<file path="src/rtl/axis_multi_op_processor.sv">
// AXI-Stream word processor: per-packet op select, byte masking, output FIFO.
// Define AXIS_STATS_EN to build the pkt_count/beat_count statistics counters.
module axis_mop_lane (
  input  logic [7:0] fwd_byte,
  input  logic [7:0] rev_byte,
  input  logic       fwd_keep,
  input  logic       rev_keep,
  input  logic       rev,
  output logic [7:0] q_byte,
  output logic       q_keep
);
  logic [7:0] b;
  assign b      = rev ? rev_byte : fwd_byte;
  assign q_keep = rev ? rev_keep : fwd_keep;
  assign q_byte = q_keep ? b : 8'h00;
endmodule

module axis_multi_op_processor #(
  parameter int TDATA_WIDTH = 32,
  parameter int FIFO_DEPTH  = 4,
  parameter int CNT_WIDTH   = 16
) (
  input  logic                     aclk,
  input  logic                     aresetn,
  input  logic [TDATA_WIDTH-1:0]   s_axis_tdata,
  input  logic [TDATA_WIDTH/8-1:0] s_axis_tkeep,
  input  logic                     s_axis_tlast,
  input  logic                     s_axis_tvalid,
  output logic                     s_axis_tready,
  output logic [TDATA_WIDTH-1:0]   m_axis_tdata,
  output logic [TDATA_WIDTH/8-1:0] m_axis_tkeep,
  output logic                     m_axis_tlast,
  output logic                     m_axis_tvalid,
  input  logic                     m_axis_tready,
  input  logic [2:0]               mode,
  input  logic [TDATA_WIDTH-1:0]   constant_value,
  input  logic                     sat_clear,
  output logic                     sat_flag,
  output logic [CNT_WIDTH-1:0]     pkt_count,
  output logic [CNT_WIDTH-1:0]     beat_count
);
  localparam int NB = TDATA_WIDTH / 8;
  localparam int AW = $clog2(FIFO_DEPTH);

  typedef struct packed {
    logic                   last;
    logic [NB-1:0]          keep;
    logic [TDATA_WIDTH-1:0] data;
  } beat_t;

  typedef enum logic {IDLE, INPKT} state_t;

  state_t                 state, state_nxt;
  logic [2:0]             cfg_mode;
  logic [TDATA_WIDTH-1:0] cfg_k;
  logic [2:0]             op_mode;
  logic [TDATA_WIDTH-1:0] op_k;
  logic                   accept, pop, full, empty;

  logic [TDATA_WIDTH:0]   sum, diff;
  logic [TDATA_WIDTH-1:0] res;
  logic                   rev, sat;
  logic [NB-1:0][7:0]     res_b, out_b;
  logic [NB-1:0]          out_keep;

  beat_t                  mem [FIFO_DEPTH];
  beat_t                  rd;
  logic [AW-1:0]          wr_ptr, rd_ptr;
  logic [AW:0]            count;

  assign accept = s_axis_tvalid && s_axis_tready;
  assign full   = (count == (AW+1)'(FIFO_DEPTH));
  assign empty  = (count == '0);
  assign pop    = m_axis_tvalid && m_axis_tready;

  assign s_axis_tready = aresetn && !full;
  assign m_axis_tvalid = !empty;

  // First beat of a packet uses the live config; later beats use the latched copy.
  assign op_mode = (state == IDLE) ? mode : cfg_mode;
  assign op_k    = (state == IDLE) ? constant_value : cfg_k;

  always_ff @(posedge aclk) begin
    if (!aresetn) begin
      state    <= IDLE;
      cfg_mode <= '0;
      cfg_k    <= '0;
    end else begin
      state <= state_nxt;
      if (accept && state == IDLE) begin
        cfg_mode <= mode;
        cfg_k    <= constant_value;
      end
    end
  end

  always_comb begin
    state_nxt = state;
    case (state)
      IDLE:    if (accept && !s_axis_tlast) state_nxt = INPKT;
      INPKT:   if (accept && s_axis_tlast)  state_nxt = IDLE;
      default: state_nxt = IDLE;
    endcase
  end

  assign sum  = {1'b0, s_axis_tdata} + {1'b0, op_k};
  assign diff = {1'b0, s_axis_tdata} - {1'b0, op_k};

  always_comb begin
    res = s_axis_tdata;
    rev = 1'b0;
    sat = 1'b0;
    case (op_mode)
      3'd1: rev = 1'b1;
      3'd2: res = sum[TDATA_WIDTH-1:0];
      3'd3: begin
        sat = sum[TDATA_WIDTH];
        res = sat ? '1 : sum[TDATA_WIDTH-1:0];
      end
      3'd4: res = s_axis_tdata ^ op_k;
      3'd5: begin
        sat = diff[TDATA_WIDTH];
        res = sat ? '0 : diff[TDATA_WIDTH-1:0];
      end
      default: res = s_axis_tdata;
    endcase
  end

  assign res_b = res;

  for (genvar i = 0; i < NB; i++) begin : g_lane
    axis_mop_lane u_lane (
      .fwd_byte (res_b[i]),
      .rev_byte (res_b[NB-1-i]),
      .fwd_keep (s_axis_tkeep[i]),
      .rev_keep (s_axis_tkeep[NB-1-i]),
      .rev      (rev),
      .q_byte   (out_b[i]),
      .q_keep   (out_keep[i])
    );
  end

  always_ff @(posedge aclk) begin
    if (accept) mem[wr_ptr] <= '{last: s_axis_tlast, keep: out_keep, data: out_b};
  end

  always_ff @(posedge aclk) begin
    if (!aresetn) begin
      wr_ptr <= '0;
      rd_ptr <= '0;
      count  <= '0;
    end else begin
      if (accept) wr_ptr <= wr_ptr + AW'(1);
      if (pop)    rd_ptr <= rd_ptr + AW'(1);
      case ({accept, pop})
        2'b10:   count <= count + (AW+1)'(1);
        2'b01:   count <= count - (AW+1)'(1);
        default: count <= count;
      endcase
    end
  end

  // Gate with empty so the bus reads zero after reset without clearing the RAM.
  assign rd           = mem[rd_ptr];
  assign m_axis_tdata = empty ? '0 : rd.data;
  assign m_axis_tkeep = empty ? '0 : rd.keep;
  assign m_axis_tlast = empty ? 1'b0 : rd.last;

  always_ff @(posedge aclk) begin
    if (!aresetn)            sat_flag <= 1'b0;
    else if (accept && sat)  sat_flag <= 1'b1;
    else if (sat_clear)      sat_flag <= 1'b0;
  end

`ifdef AXIS_STATS_EN
  logic [CNT_WIDTH-1:0] pkt_cnt, beat_cnt;

  always_ff @(posedge aclk) begin
    if (!aresetn) begin
      pkt_cnt  <= '0;
      beat_cnt <= '0;
    end else if (accept) begin
      beat_cnt <= beat_cnt + CNT_WIDTH'(1);
      if (s_axis_tlast) pkt_cnt <= pkt_cnt + CNT_WIDTH'(1);
    end
  end

  assign pkt_count  = pkt_cnt;
  assign beat_count = beat_cnt;
`else
  assign pkt_count  = '0;
  assign beat_count = '0;
`endif
endmodule

</file>
<file path="config.mk">
export PLATFORM = sky130hd
export DESIGN_NAME = axis_multi_op_processor
export DESIGN_NICKNAME = d
export VERILOG_FILES = /design/src/rtl/axis_multi_op_processor.sv
export SDC_FILE = /design/constraint.sdc
export NUM_CORES = 1
export LEC_CHECK = 0
export BUFFER_PORTS_ARGS = -buffer_cell sky130_fd_sc_hd__buf_4
export CAP_MARGIN = 20
export CORE_MARGIN = 2
export CORE_UTILIZATION = 45
export CTS_CLUSTER_SIZE = 8
export DETAILED_ROUTE_END_ITERATION = 16
export PLACE_DENSITY = 0.74
export SYNTH_ARGS = -nofsm -noshare
export SYNTH_HDL_FRONTEND = slang
export SYNTH_HIERARCHICAL = 1
export SYNTH_SLANG_ARGS = --single-unit
</file>
<file path="constraint.sdc">
create_clock -name aclk -period 8.7 [get_ports aclk]
set_input_delay 2.175 -clock aclk [delete_from_list [all_inputs] [get_ports aclk]]
set_output_delay 2.175 -clock aclk [all_outputs]
set_load 0.05 [all_outputs]
</file>
==> reports/summary.md <==
The flow ran to the end, and the final reports show no timing, DRC or antenna violations. The number of storage elements in the synthesis netlist was 194. The tightest min-delay check is of the reg -> reg type.

The setup slack of the worst register-to-register path came out at 3430 ps. The number of unique standard cell types used by synthesis was 76. The number of nets with antenna violations after routing came out at 0. Ranked by total cell area, the synthesized netlist is headed by sky130_fd_sc_hd__edfxtp_1 35%, sky130_fd_sc_hd__ha_1 7.4%, sky130_fd_sc_hd__dfxtp_1 7.2%. The worst setup path is captured at a flop.

TritonCTS built the clock tree. The finished cells cover 0.0145 sq mm. For the first-iteration detailed-routing DRC count, the log shows 1042. The clock passes through at most 2 buffers. IR analysis of the VDD net gives a maximum drop of 0.127 mV.

For this run, the total global-route usage over all layers was measured as 23.3%. The logs give 6 for the warning count from the yosys run and 164 MHz for the maximum operating frequency. The final total negative setup slack is 0 ps, and the count of hold buffers inserted by post-cts repair is 0. The worst setup path is of the in -> reg kind. In this run the most critical hold path is launched from cfg_k[3]. The number of nets in the layout was 1507.

Clock-pin slew was measured on the worst setup and hold paths at 80 ps. The slew at the pin with the worst max-slew slack was 1120 ps. The highest layer touched by signal routing is met4. Post-CTS timing repair inserted 0 buffers for setup. The overall power of the completed layout is 3410 uW.

Measured along the y axis, the die boundary spans 173 um. The largest fanout on the critical path is 21. Between clock sinks in the finished design, the worst skew comes to 18.0 ps.

Among all flip-flop cells after synthesis, the most frequent one is sky130_fd_sc_hd__edfxtp_1. The cell sitting at the root of the clock tree is a sky130_fd_sc_hd__clkbuf_16. At the worst endpoint, the required time is 8870 ps. The share of synthesized area in the top cell type comes to 34.6%.

After detailed routing, the number of remaining DRC violations is 0. Of all cell types, the one taking the most synthesized area is sky130_fd_sc_hd__edfxtp_1. The number of gates resized after CTS was 0. The die is 173 um wide.

The mean routed wirelength per cell works out to 20.3 um. For the number of primary I/O pins, the log shows 149. The worst path needs 6090 ps of the cycle, external delays included.

Across all layers, the routed design uses 10.3k vias. The share of final-layout standard cells stronger than drive strength 1 was 16.6%. Destination of the worst register-to-register timing path: mem[3][0]. In this run, CTS created clock tree buffers numbering 17.

In this run the cell area measured after placement is 0.0138 sq mm. Setup repair after global routing left no endpoint under its margin. The TritonCTS sink count is 194, and the HPWL after detailed placement is 25.5 mm.

The run gives 0 as the number of antenna violations at the first check in global routing. The mean area per synthesized cell is 10.0 sq um. The met3 routed wirelength is 2.62 mm, and the depth of the most critical reg-to-reg path is 14. For the worst setup path, the data arrival time is 6270 ps.

The worst hold path cell count came out at 2. For the final max-slew violation count, the log shows 0. The fraction of registers with async set/reset was 0%.

Summed over all cells, the static leakage comes to 0.00560 uW. The die covers 0.0299 sq mm. The first global-routing pass estimated 55.1 mm of wire.

The number of diodes added for antenna fixing is 0. The worst hold path terminates at cfg_k[3]. Entering global routing, the biggest net connects 47 pins.

From synthesis to final layout, the design area changed by 12.8%. For this configuration, the core starts out at a cell density of 45.9%. The fraction of the yosys area taken by sequential cells is 41.8%.

The final number of hold-violating endpoints is 0, and the insertion delay of the later-clocked pin in the worst-skew pair is 440 ps. The run gives 35.4 mm as the post-detailed-routing wire length. In this run the tool buffered the top-level ports with 116 buffer cells. By instance count, the leading cell after synthesis is sky130_fd_sc_hd__edfxtp_1. Counting instances in the post-synthesis netlist gives the leading cell types as 148 x sky130_fd_sc_hd__edfxtp_1, 138 x sky130_fd_sc_hd__nand2_1, 122 x sky130_fd_sc_hd__a21oi_1.

Wire segments on met2 add up to 17.2 mm in the final route. The run gives 0.0128 sq mm as the cell area after synthesis. The H-tree was split into 4 levels. Across the run, the number of max-cap violations was 0. For this block, wires on met1 add up to 14.7 mm. Setup violations remaining at the end of the flow were counted as 0. For the core area, the log shows 0.0279 sq mm.

The cell area power density came out at 236 mW/mm^2. In this run, synthesis inferred 148 flip-flops with an integrated enable. The synthesized instance count is 1278, and the length of the first detailed-routing pass in iterations is 7.

The cell row count is 61, and the total congestion overflow is 0. In the routed layout, each cell is associated on average with a via count of 5.90. The weighted congestion at the end of routability-driven global placement was 0.980; the headroom to the max-slew limit was 25.0%.

Dividing the final minimum period by the clock period gives 70.0%. Kind of launch point of the worst setup path: an input pin. For the via count of the first global-routing pass, the log shows 9852.
## report_power, final
part | switching, uW | internal, uW | total, uW
logic | 985 | 523 | 1510
registers | 20.4 | 1080 | 1100
clock network | 406 | 401 | 807
## cells in the final DEF (no fill, tap or decap), types with 12 or more instances in the layout
cell and n:
sky130_fd_sc_hd__a21o_1 17, sky130_fd_sc_hd__a22o_1 34, sky130_fd_sc_hd__conb_1 32, sky130_fd_sc_hd__o2111ai_1 13
sky130_fd_sc_hd__mux2i_1 33, sky130_fd_sc_hd__nor3_1 15, sky130_fd_sc_hd__edfxtp_1 148, sky130_fd_sc_hd__inv_1 71
sky130_fd_sc_hd__nor2_1 71, sky130_fd_sc_hd__a211oi_1 13, sky130_fd_sc_hd__clkbuf_16 17, sky130_fd_sc_hd__nand3_1 16
sky130_fd_sc_hd__mux4_2 37, sky130_fd_sc_hd__a21oi_1 122, sky130_fd_sc_hd__nand2_1 138, sky130_fd_sc_hd__o21ai_0 36
sky130_fd_sc_hd__nand2b_1 12, sky130_fd_sc_hd__buf_4 133, sky130_fd_sc_hd__and2_1 50, sky130_fd_sc_hd__nor2b_1 15
sky130_fd_sc_hd__o211ai_1 16, sky130_fd_sc_hd__ha_1 76, sky130_fd_sc_hd__o21bai_1 14, sky130_fd_sc_hd__dfxtp_1 44
## registers in the layout, indices dropped and copies added (netlist names), named ones only
register and flops:
rd_ptr 2, wr_ptr 2, cfg_k 32, count 3, cfg_mode 3, mem 148
sat_flag 1
## layer usage
metal	GRT usage, %	vias up
met5	0	-
met4	7.27	0
met3	4.88	56
met2	38.8	403
met1	30.6	4986
li1	-	4829
## worst max-delay path by stage
stage                        from          to  slack [ps]
6_report       constant_value[21]   mem[3][0]        2610
3_3_place_gp    constant_value[0]  mem[0][27]        2250
5_1_grt        constant_value[21]  mem[2][26]        2370
3_5_place_dp    constant_value[0]  mem[0][27]        2240
2_1_floorplan   constant_value[0]  mem[0][30]        3210
4_1_cts         constant_value[0]   mem[0][4]        2660
## per-stage QoR
stage | cells | hold WS (ps) | util, % | setup WS [ps]
floorplan | 1309 | 433 | - | 3210
global placement | 1710 | 441 | 49.6 | 2250
detailed placement | 1710 | 446 | 49.6 | 2240
CTS | 1742 | 458 | 51.8 | 2660
global route | 1742 | 471 | 51.8 | 2370
finish | 1742 | 455 | 51.8 | 2610
## worst max-delay path: stages
cell and delay, ps:
sky130_fd_sc_hd__buf_4 110, sky130_fd_sc_hd__mux2i_1 170, sky130_fd_sc_hd__ha_1 410, sky130_fd_sc_hd__a21o_1 240
sky130_fd_sc_hd__a21o_1 170, sky130_fd_sc_hd__a21oi_1 380, sky130_fd_sc_hd__nand3_1 130, sky130_fd_sc_hd__nor3b_1 480
sky130_fd_sc_hd__or3_1 550, sky130_fd_sc_hd__buf_4 380, sky130_fd_sc_hd__a21oi_1 70, sky130_fd_sc_hd__a2111oi_0 410
sky130_fd_sc_hd__o211ai_1 270, sky130_fd_sc_hd__a22o_1 300
## logic make-up (layout without fill, tap and decap cells)
family	Yosys count	after routing	synth area share, %
XOR/XNOR	12	12	0.819
multiplexers	73	73	9.33
adder cells (fa/ha/maj)	79	79	7.88
flip-flops	194	194	41.8
buffers and inverters	182	237	6.69
AO/OA/AOI/OAI	368	368	19.7
AND/OR/NAND/NOR	369	369	13.7
other	1	32	0.0292
## layout make-up
type	instances	area, sq um
Timing Repair Buffer	133	998
Inverter	72	270
Multi-Input combinational cell	933	6740
Tap cell	378	473
Sequential cell	194	5370
Fill cell	2497	13500
Clock buffer	18	439
Clock inverter	14	185
(Power assumes the default switching activity.)
